===== config.mk =====
export PLATFORM = sky130hd
export DESIGN_NAME = fetch_queue_stage
export DESIGN_NICKNAME = d
export VERILOG_FILES = /design/src/rtl/fetch_queue_stage_pkg.sv /design/src/rtl/fetch_iqueue.sv /design/src/rtl/fetch_queue_stage.sv
export SDC_FILE = /design/constraint.sdc
export NUM_CORES = 1
export LEC_CHECK = 0
export CAP_MARGIN = 10
export CELL_PAD_IN_SITES_DETAIL_PLACEMENT = 1
export CELL_PAD_IN_SITES_GLOBAL_PLACEMENT = 1
export CORE_AREA = 2 2 267 269
export DETAILED_ROUTE_END_ITERATION = 7
export DIE_AREA = 0 0 269 271
export GPL_TIMING_DRIVEN = 0
export PLACE_DENSITY = 0.86
export SYNTH_ARGS = -nofsm -noshare
export SYNTH_HDL_FRONTEND = slang
export SYNTH_SLANG_ARGS = --single-unit

===== constraint.sdc =====
create_clock -name clk -period 8.3 [get_ports clk]
set_input_delay 1.66 -clock clk [delete_from_list [all_inputs] [get_ports clk]]
set_output_delay 1.66 -clock clk [all_outputs]
set_load 0.05 [all_outputs]

===== src/rtl/fetch_queue_stage_pkg.sv =====
// fetch_queue_stage_pkg: shared data width default, instruction size and redirect-source encoding.
package fetch_queue_stage_pkg;
    localparam int unsigned D_WIDTH_DEF = 32;
    localparam int unsigned INSTR_BYTES = 4;
    typedef enum logic [1:0] {
        REDIR_NONE,
        REDIR_EXEC,
        REDIR_WB
    } redir_src_e;
endpackage


===== src/rtl/fetch_iqueue.sv =====
// fetch_iqueue: circular instruction buffer, enqueues FETCH_W entries at once and dequeues up to FETCH_W.
module fetch_iqueue #(
    parameter int D_WIDTH = 32,
    parameter int FETCH_W = 2,
    parameter int QDEPTH = 8,
    localparam int CW = $clog2(FETCH_W + 1),
    localparam int OW = $clog2(QDEPTH + 1),
    localparam int PW = $clog2(QDEPTH)
) (
    input  logic                       clk,
    input  logic                       rst_n,
    input  logic                       i_flush,
    input  logic                       i_enq,
    input  logic [FETCH_W*D_WIDTH-1:0] i_enq_instr,
    input  logic [FETCH_W*D_WIDTH-1:0] i_enq_pc,
    input  logic [CW-1:0]              i_deq_cnt,
    output logic [FETCH_W-1:0]         o_valid,
    output logic [FETCH_W*D_WIDTH-1:0] o_instr,
    output logic [FETCH_W*D_WIDTH-1:0] o_pc,
    output logic [OW-1:0]              o_count
);
    logic [D_WIDTH-1:0] r_instr [QDEPTH];
    logic [D_WIDTH-1:0] r_pc    [QDEPTH];
    logic [PW-1:0]      r_rd;
    logic [PW-1:0]      r_wr;
    logic [OW-1:0]      r_count;
    logic [CW-1:0]      w_avail;
    logic [CW-1:0]      w_deq;
    logic               w_enq;

    // Over-asking consumers are clamped to what the head actually holds.
    assign w_avail = r_count >= OW'(FETCH_W) ? CW'(FETCH_W) : CW'(r_count);
    assign w_deq   = i_deq_cnt > w_avail ? w_avail : i_deq_cnt;
    assign w_enq   = i_enq && !i_flush;
    assign o_count = r_count;

    always_ff @(posedge clk or negedge rst_n) begin
        if (!rst_n) begin
            r_rd    <= '0;
            r_wr    <= '0;
            r_count <= '0;
        end else if (i_flush) begin
            r_rd    <= '0;
            r_wr    <= '0;
            r_count <= '0;
        end else begin
            r_rd    <= r_rd + PW'(w_deq);
            r_wr    <= w_enq ? r_wr + PW'(FETCH_W) : r_wr;
            r_count <= r_count - OW'(w_deq) + (w_enq ? OW'(FETCH_W) : '0);
        end
    end

    always_ff @(posedge clk) begin
        if (w_enq) begin
            for (int k = 0; k < FETCH_W; k++) begin
                r_instr[r_wr + PW'(k)] <= i_enq_instr[k*D_WIDTH +: D_WIDTH];
                r_pc[r_wr + PW'(k)]    <= i_enq_pc[k*D_WIDTH +: D_WIDTH];
            end
        end
    end

    for (genvar g = 0; g < FETCH_W; g++) begin : g_head
        assign o_valid[g]                   = r_count > OW'(g);
        assign o_instr[g*D_WIDTH +: D_WIDTH] = r_instr[r_rd + PW'(g)];
        assign o_pc[g*D_WIDTH +: D_WIDTH]    = r_pc[r_rd + PW'(g)];
    end
endmodule


===== src/rtl/fetch_queue_stage.sv =====
// fetch_queue_stage: PC sequencing, redirect handling and instruction-queue front end.
// Defining FETCH_PERF_CNT_EN adds saturating o_StallCnt / o_RedirCnt counters.
module fetch_queue_stage
    import fetch_queue_stage_pkg::*;
#(
    parameter int D_WIDTH = D_WIDTH_DEF,
    parameter int FETCH_W = 2,
    parameter int QDEPTH = 8,
    parameter logic [D_WIDTH-1:0] RESET_PC = '0,
    localparam int CW = $clog2(FETCH_W + 1)
) (
    input  logic                       clk,
    input  logic                       rst_n,
    input  logic                       i_StallF,
    input  logic [FETCH_W-1:0]         i_Branch_TakenE,
    input  logic [FETCH_W*D_WIDTH-1:0] i_ALUResultE,
    input  logic [FETCH_W-1:0]         i_PCSrcW,
    input  logic [FETCH_W*D_WIDTH-1:0] i_ResultW,
    output logic                       o_IMemReq,
    output logic [D_WIDTH-1:0]         o_IMemAddr,
    input  logic [FETCH_W*D_WIDTH-1:0] i_IMemData,
    output logic [FETCH_W-1:0]         o_Valid,
    output logic [FETCH_W*D_WIDTH-1:0] o_Instr,
    output logic [FETCH_W*D_WIDTH-1:0] o_PC,
`ifdef FETCH_PERF_CNT_EN
    output logic [31:0]                o_StallCnt,
    output logic [31:0]                o_RedirCnt,
`endif
    input  logic [CW-1:0]              i_DeqCnt
);
    localparam int OW = $clog2(QDEPTH + 1);
    localparam logic [D_WIDTH-1:0] STEP = D_WIDTH'(INSTR_BYTES * FETCH_W);

    function automatic logic [D_WIDTH-1:0] f_pick(input logic [FETCH_W-1:0] sel,
                                                  input logic [FETCH_W*D_WIDTH-1:0] data);
        f_pick = '0;
        for (int k = FETCH_W - 1; k >= 0; k--)
            if (sel[k]) f_pick = data[k*D_WIDTH +: D_WIDTH];
    endfunction

    redir_src_e               w_src;
    logic [D_WIDTH-1:0]       r_pc;
    logic [D_WIDTH-1:0]       r_resp_pc;
    logic [D_WIDTH-1:0]       w_target;
    logic                     r_inflight;
    logic                     w_flush;
    logic                     w_space;
    logic                     w_req;
    logic                     w_enq;
    logic [OW-1:0]            w_count;
    logic [OW-1:0]            w_free;
    logic [FETCH_W*D_WIDTH-1:0] w_enq_pc;

    assign w_src    = |i_Branch_TakenE ? REDIR_EXEC : |i_PCSrcW ? REDIR_WB : REDIR_NONE;
    assign w_target = w_src == REDIR_EXEC ? f_pick(i_Branch_TakenE, i_ALUResultE)
                                          : f_pick(i_PCSrcW, i_ResultW);
    assign w_flush  = w_src != REDIR_NONE;
    // Room must exist for the group already in flight as well as the new one.
    assign w_free   = OW'(QDEPTH) - w_count;
    assign w_space  = w_free >= (r_inflight ? OW'(2 * FETCH_W) : OW'(FETCH_W));
    assign w_req    = rst_n && !i_StallF && !w_flush && w_space;
    assign w_enq    = r_inflight && !w_flush;
    assign o_IMemReq  = w_req;
    assign o_IMemAddr = r_pc;

    for (genvar g = 0; g < FETCH_W; g++) begin : g_pc
        assign w_enq_pc[g*D_WIDTH +: D_WIDTH] = r_resp_pc + D_WIDTH'(INSTR_BYTES * g);
    end

    always_ff @(posedge clk or negedge rst_n) begin
        if (!rst_n) begin
            r_pc       <= RESET_PC;
            r_resp_pc  <= RESET_PC;
            r_inflight <= 1'b0;
        end else begin
            r_pc       <= w_flush ? w_target : w_req ? r_pc + STEP : r_pc;
            r_resp_pc  <= w_req ? r_pc : r_resp_pc;
            r_inflight <= w_req;
        end
    end

`ifdef FETCH_PERF_CNT_EN
    logic [31:0] r_stall_cnt;
    logic [31:0] r_redir_cnt;
    always_ff @(posedge clk or negedge rst_n) begin
        if (!rst_n) begin
            r_stall_cnt <= '0;
            r_redir_cnt <= '0;
        end else begin
            if (!i_StallF && !w_flush && !w_space && ~&r_stall_cnt) r_stall_cnt <= r_stall_cnt + 32'd1;
            if (w_flush && ~&r_redir_cnt) r_redir_cnt <= r_redir_cnt + 32'd1;
        end
    end
    assign o_StallCnt = r_stall_cnt;
    assign o_RedirCnt = r_redir_cnt;
`endif

    fetch_iqueue #(
        .D_WIDTH(D_WIDTH),
        .FETCH_W(FETCH_W),
        .QDEPTH (QDEPTH)
    ) u_iqueue (
        .clk        (clk),
        .rst_n      (rst_n),
        .i_flush    (w_flush),
        .i_enq      (w_enq),
        .i_enq_instr(i_IMemData),
        .i_enq_pc   (w_enq_pc),
        .i_deq_cnt  (i_DeqCnt),
        .o_valid    (o_Valid),
        .o_instr    (o_Instr),
        .o_pc       (o_PC),
        .o_count    (w_count)
    );
endmodule


==> metrics.md <==
| Metric | Value |
|---|---|
| Post-Route WL | 109.2 mm |
| Setup repair bufs after CTS | 0 |
| Detail Placement HPWL | 76.10 mm |
| Final Hold Viols | 0 |
| Largest net degree at the start of global routing | 74 |
| DIE HEIGHT | 271 µm |
| Critical path launch point type | register |
| Post-Route Skew | 21.28 ps |
| CTS Sinks | 580 |
| Yosys reg bits | 580 |
| Ports | 364 |
| Mean number of vias per cell | 6.089 |
| GP Congestion | 0.9551 |
| Share of cells above drive strength 1 | 0.2095 |
| Total global routing overflow | 0 |
| Crit. End Element | output port |
| Distinct cells, synth | 59 |
| Area growth, synth to finish | 22.45% |
| RSZ-0062 raised after global routing | false |
| Max-cap violation count | 0 |
| Clk_lat worst skew | 670 ps |
| Synthesized area per cell | 13.67 µm² |
| Clock slew at reported path FFs | 60 ps |
| Antenna violations before repair | 6 |
| Post-synth ARST share | 0.1276 |
| Lkg Pwr | 12.91 nW |
| Max-slew headroom | 0.2180 |
| Die width | 269 µm |
| Vias in the first global route | 24.97k |
| Final setup violation count | 0 |
| Crit-path max cell delay | 830 ps |
| Detailed Route Iter0 Violations | 2220 |
| First-pass GRT wire length | 159.6 mm |
| FF-to-FF path depth | 10 |
| Power per cell area | 187.3 nW/µm² |
| Final instance area | 38290 µm² |
| Syn nets | 2512 |
| Kind of critical path | reg2out |
| Fin. max-slew vios | 0 |
| Prevailing post-synth register cell | edfxtp_1 |
| All-Layer GR Usage | 0.3002 |
| TritonCTS clock tree | built |
| Post-CTS Resized | 0 |
| Worst Hold Launch | o_IMemAddr[1]$_DFFE_PN0P_ |
| CTS Buf Count | 61 |
| Fin crit share | 0.8035 |
| Post-Place Cell Area | 36330 µm² |
| CTS Buffer Depth | 3 |
| Max VDD drop | 0.1889 mV |
| I/O Buffers | 361 |
| CP arrival | 5010 ps |
| Die area | 72900 µm² |
| DRC viols | 0 |
| Fill cells | 6829 |
| Post-synthesis sequential area ratio | 0.5451 |
| Actual slew at the worst max-slew pin | 1173 ps |
| Post-synth EDFFs | 506 |
| Max Freq | 150.0 MHz |
| Cell area after synthesis | 31270 µm² |
| Core Util, Final | 0.5487 |
| Ys Warns | 0 |
| Iteration count of the initial detailed-routing pass | 6 |
| Hold path depth | 2 |
| Hold WC Path Type | reg2reg |
| Setup crit start | u_iqueue.r_rd[0]$_DFF_PN0_ |
| Core area | 69790 µm² |
| Root Driver | clkbuf_16 |
| Status | completed |
| Post-Synthesis Cells | 2287 |
| H-tree depth | 2 |
| Min cycle time layout | 6669 ps |
| Final #Nets | 2946 |
| Start of the worst register-to-register path | u_iqueue.o_count[1]$_DFF_PN0_ |
| Row count | 97 |
| Wire length per cell | 29.35 µm |
| Initial core utilization | 0.4481 |
| Slowest CP cell | clkdlybuf4s50_1 |
| Routed Antenna Nets | 0 |
| Total power | 0.007171 W |
| Crit-path cells | clkbuf_1 -> buf_2 -> clkbuf_1 -> buf_2 -> mux4_2 -> mux2_2 -> clkdlybuf4s50_1 |
| Via count | 22.65k |
| CP max FO | 10 |
| CTS Hold Bufs | 0 |
| Req. time, crit path | 6640 ps |
cells by family after synthesis:
| family | share of synthesized area |
|---|---|
| simple gates | 0.08986 |
| fa+ha+maj | 0.01032 |
| flops | 0.5451 |
| compound gates | 0.03505 |
| buf+inv | 0.04093 |
| xor+xnor | 0.03837 |
| mux | 0.2404 |
registers in the layout, summed over array words and instances (netlist names):
register	flops
r_inflight	1
u_iqueue.r_pc	250
o_IMemAddr	32
u_iqueue.r_instr	256
u_iqueue.r_wr	2
u_iqueue.r_rd	3
u_iqueue.o_count	4
r_resp_pc	32
synth_stat cells (23+ instances only):
cell type	number	share of area
mux2_2	158	0.057
inv_1	27	0.0032
xor2_1	49	0.014
nand2_1	504	0.060
dfrtp_1	74	0.059
xnor2_1	88	0.025
nand3_1	25	0.0040
nor2_1	47	0.0056
buf_2	51	0.0082
mux4_2	252	0.18
buf_1	23	0.0028
clkbuf_1	211	0.025
edfxtp_1	506	0.49
worst paths after layout:
kind,to,slack (ps)
setup / recovery,o_PC[49],1630
max in group asynchronous,r_resp_pc[8]$_DFFE_PN0P_,6920
min in group asynchronous,o_IMemAddr[0]$_DFFE_PN0P_,790
hold / removal,o_IMemAddr[1]$_DFFE_PN0P_,530
setup reg to reg,o_IMemAddr[29]$_DFFE_PN0P_,4970
hold reg to reg,o_IMemAddr[1]$_DFFE_PN0P_,530
per-layer routing:
layer / vias to the layer above / GRT usage / wire length (µm)
li1: 9398 / - / -
met1: 11644 / 0.3514 / 38530
met2: 1302 / 0.5225 / 55810
met3: 297 / 0.06389 / 9446
met4: 4 / 0.1437 / 5349
met5: - / 0 / 26
power by group:
part           switching, W  leakage (nW)  internal (W)
Combinational      0.000621          6.46      0.000432
Sequential        0.0000621          5.50       0.00332
Clock               0.00120         0.945       0.00153
Total               0.00188          12.9       0.00529
stage by stage:
stage / hold WS, ps / setup slack (ps) / std cells / setup TNS [ps]
after floorplan: 488.3 / 1566 / 2287 / 0
after global placement: 505.1 / -2005 / 3588 / -795930
after detailed placement: 517.2 / 2099 / 3598 / 0
after CTS: 535.8 / 1729 / 3713 / 0
after global routing: 568.7 / 1545 / 3716 / 0
final: 528.6 / 1631 / 3719 / 0
layout by cell type (no fill, tap or decap), types with 6 or more instances in the layout:
master / n
clkinv_1: 18
clkbuf_16: 63
dfrtp_1: 74
inv_1: 27
a221oi_1: 12
xor2_1: 48
clkbuf_1: 218
nor4_1: 6
nand4_1: 11
o21ai_0: 18
buf_16: 6
xnor2_1: 88
o2111ai_1: 6
clkinv_2: 11
nor3_1: 21
mux2_2: 158
diode_2: 6
a221o_1: 9
a21oi_1: 21
buf_2: 51
nor2_1: 47
o22ai_1: 19
mux4_2: 252
edfxtp_1: 506
ha_1: 21
nand3_1: 25
o22a_1: 9
buf_1: 23
nand2_1: 504
and3_1: 11
and2_1: 9
a2bb2oi_1: 8
o221ai_1: 8
clkdlybuf4s50_1: 360
worst max-delay path: cells and delay by family, from the launching register on:
family                 cells  cell delay (ps)
flip-flops                 1              490
multiplexers               2              640
buffers and inverters      5             3180
final cells by class:
| class | count | area, µm² | area share |
|---|---|---|---|
| clock buffers | 74 | 1618 | 0.04225 |
| flip-flops and latches | 580 | 17050 | 0.4451 |
| inverters | 27 | 101.3 | 0.002647 |
| diodes | 6 | 15.01 | 0.0003921 |
| multi-input cells | 1391 | 12960 | 0.3384 |
| clock inverters | 41 | 329.1 | 0.008593 |
| well taps | 940 | 1176 | 0.03071 |
| plain buffers | 289 | 1194 | 0.03117 |
| repair buffers | 371 | 3856 | 0.1007 |
Note: power is estimated with default switching activity, not from simulation.
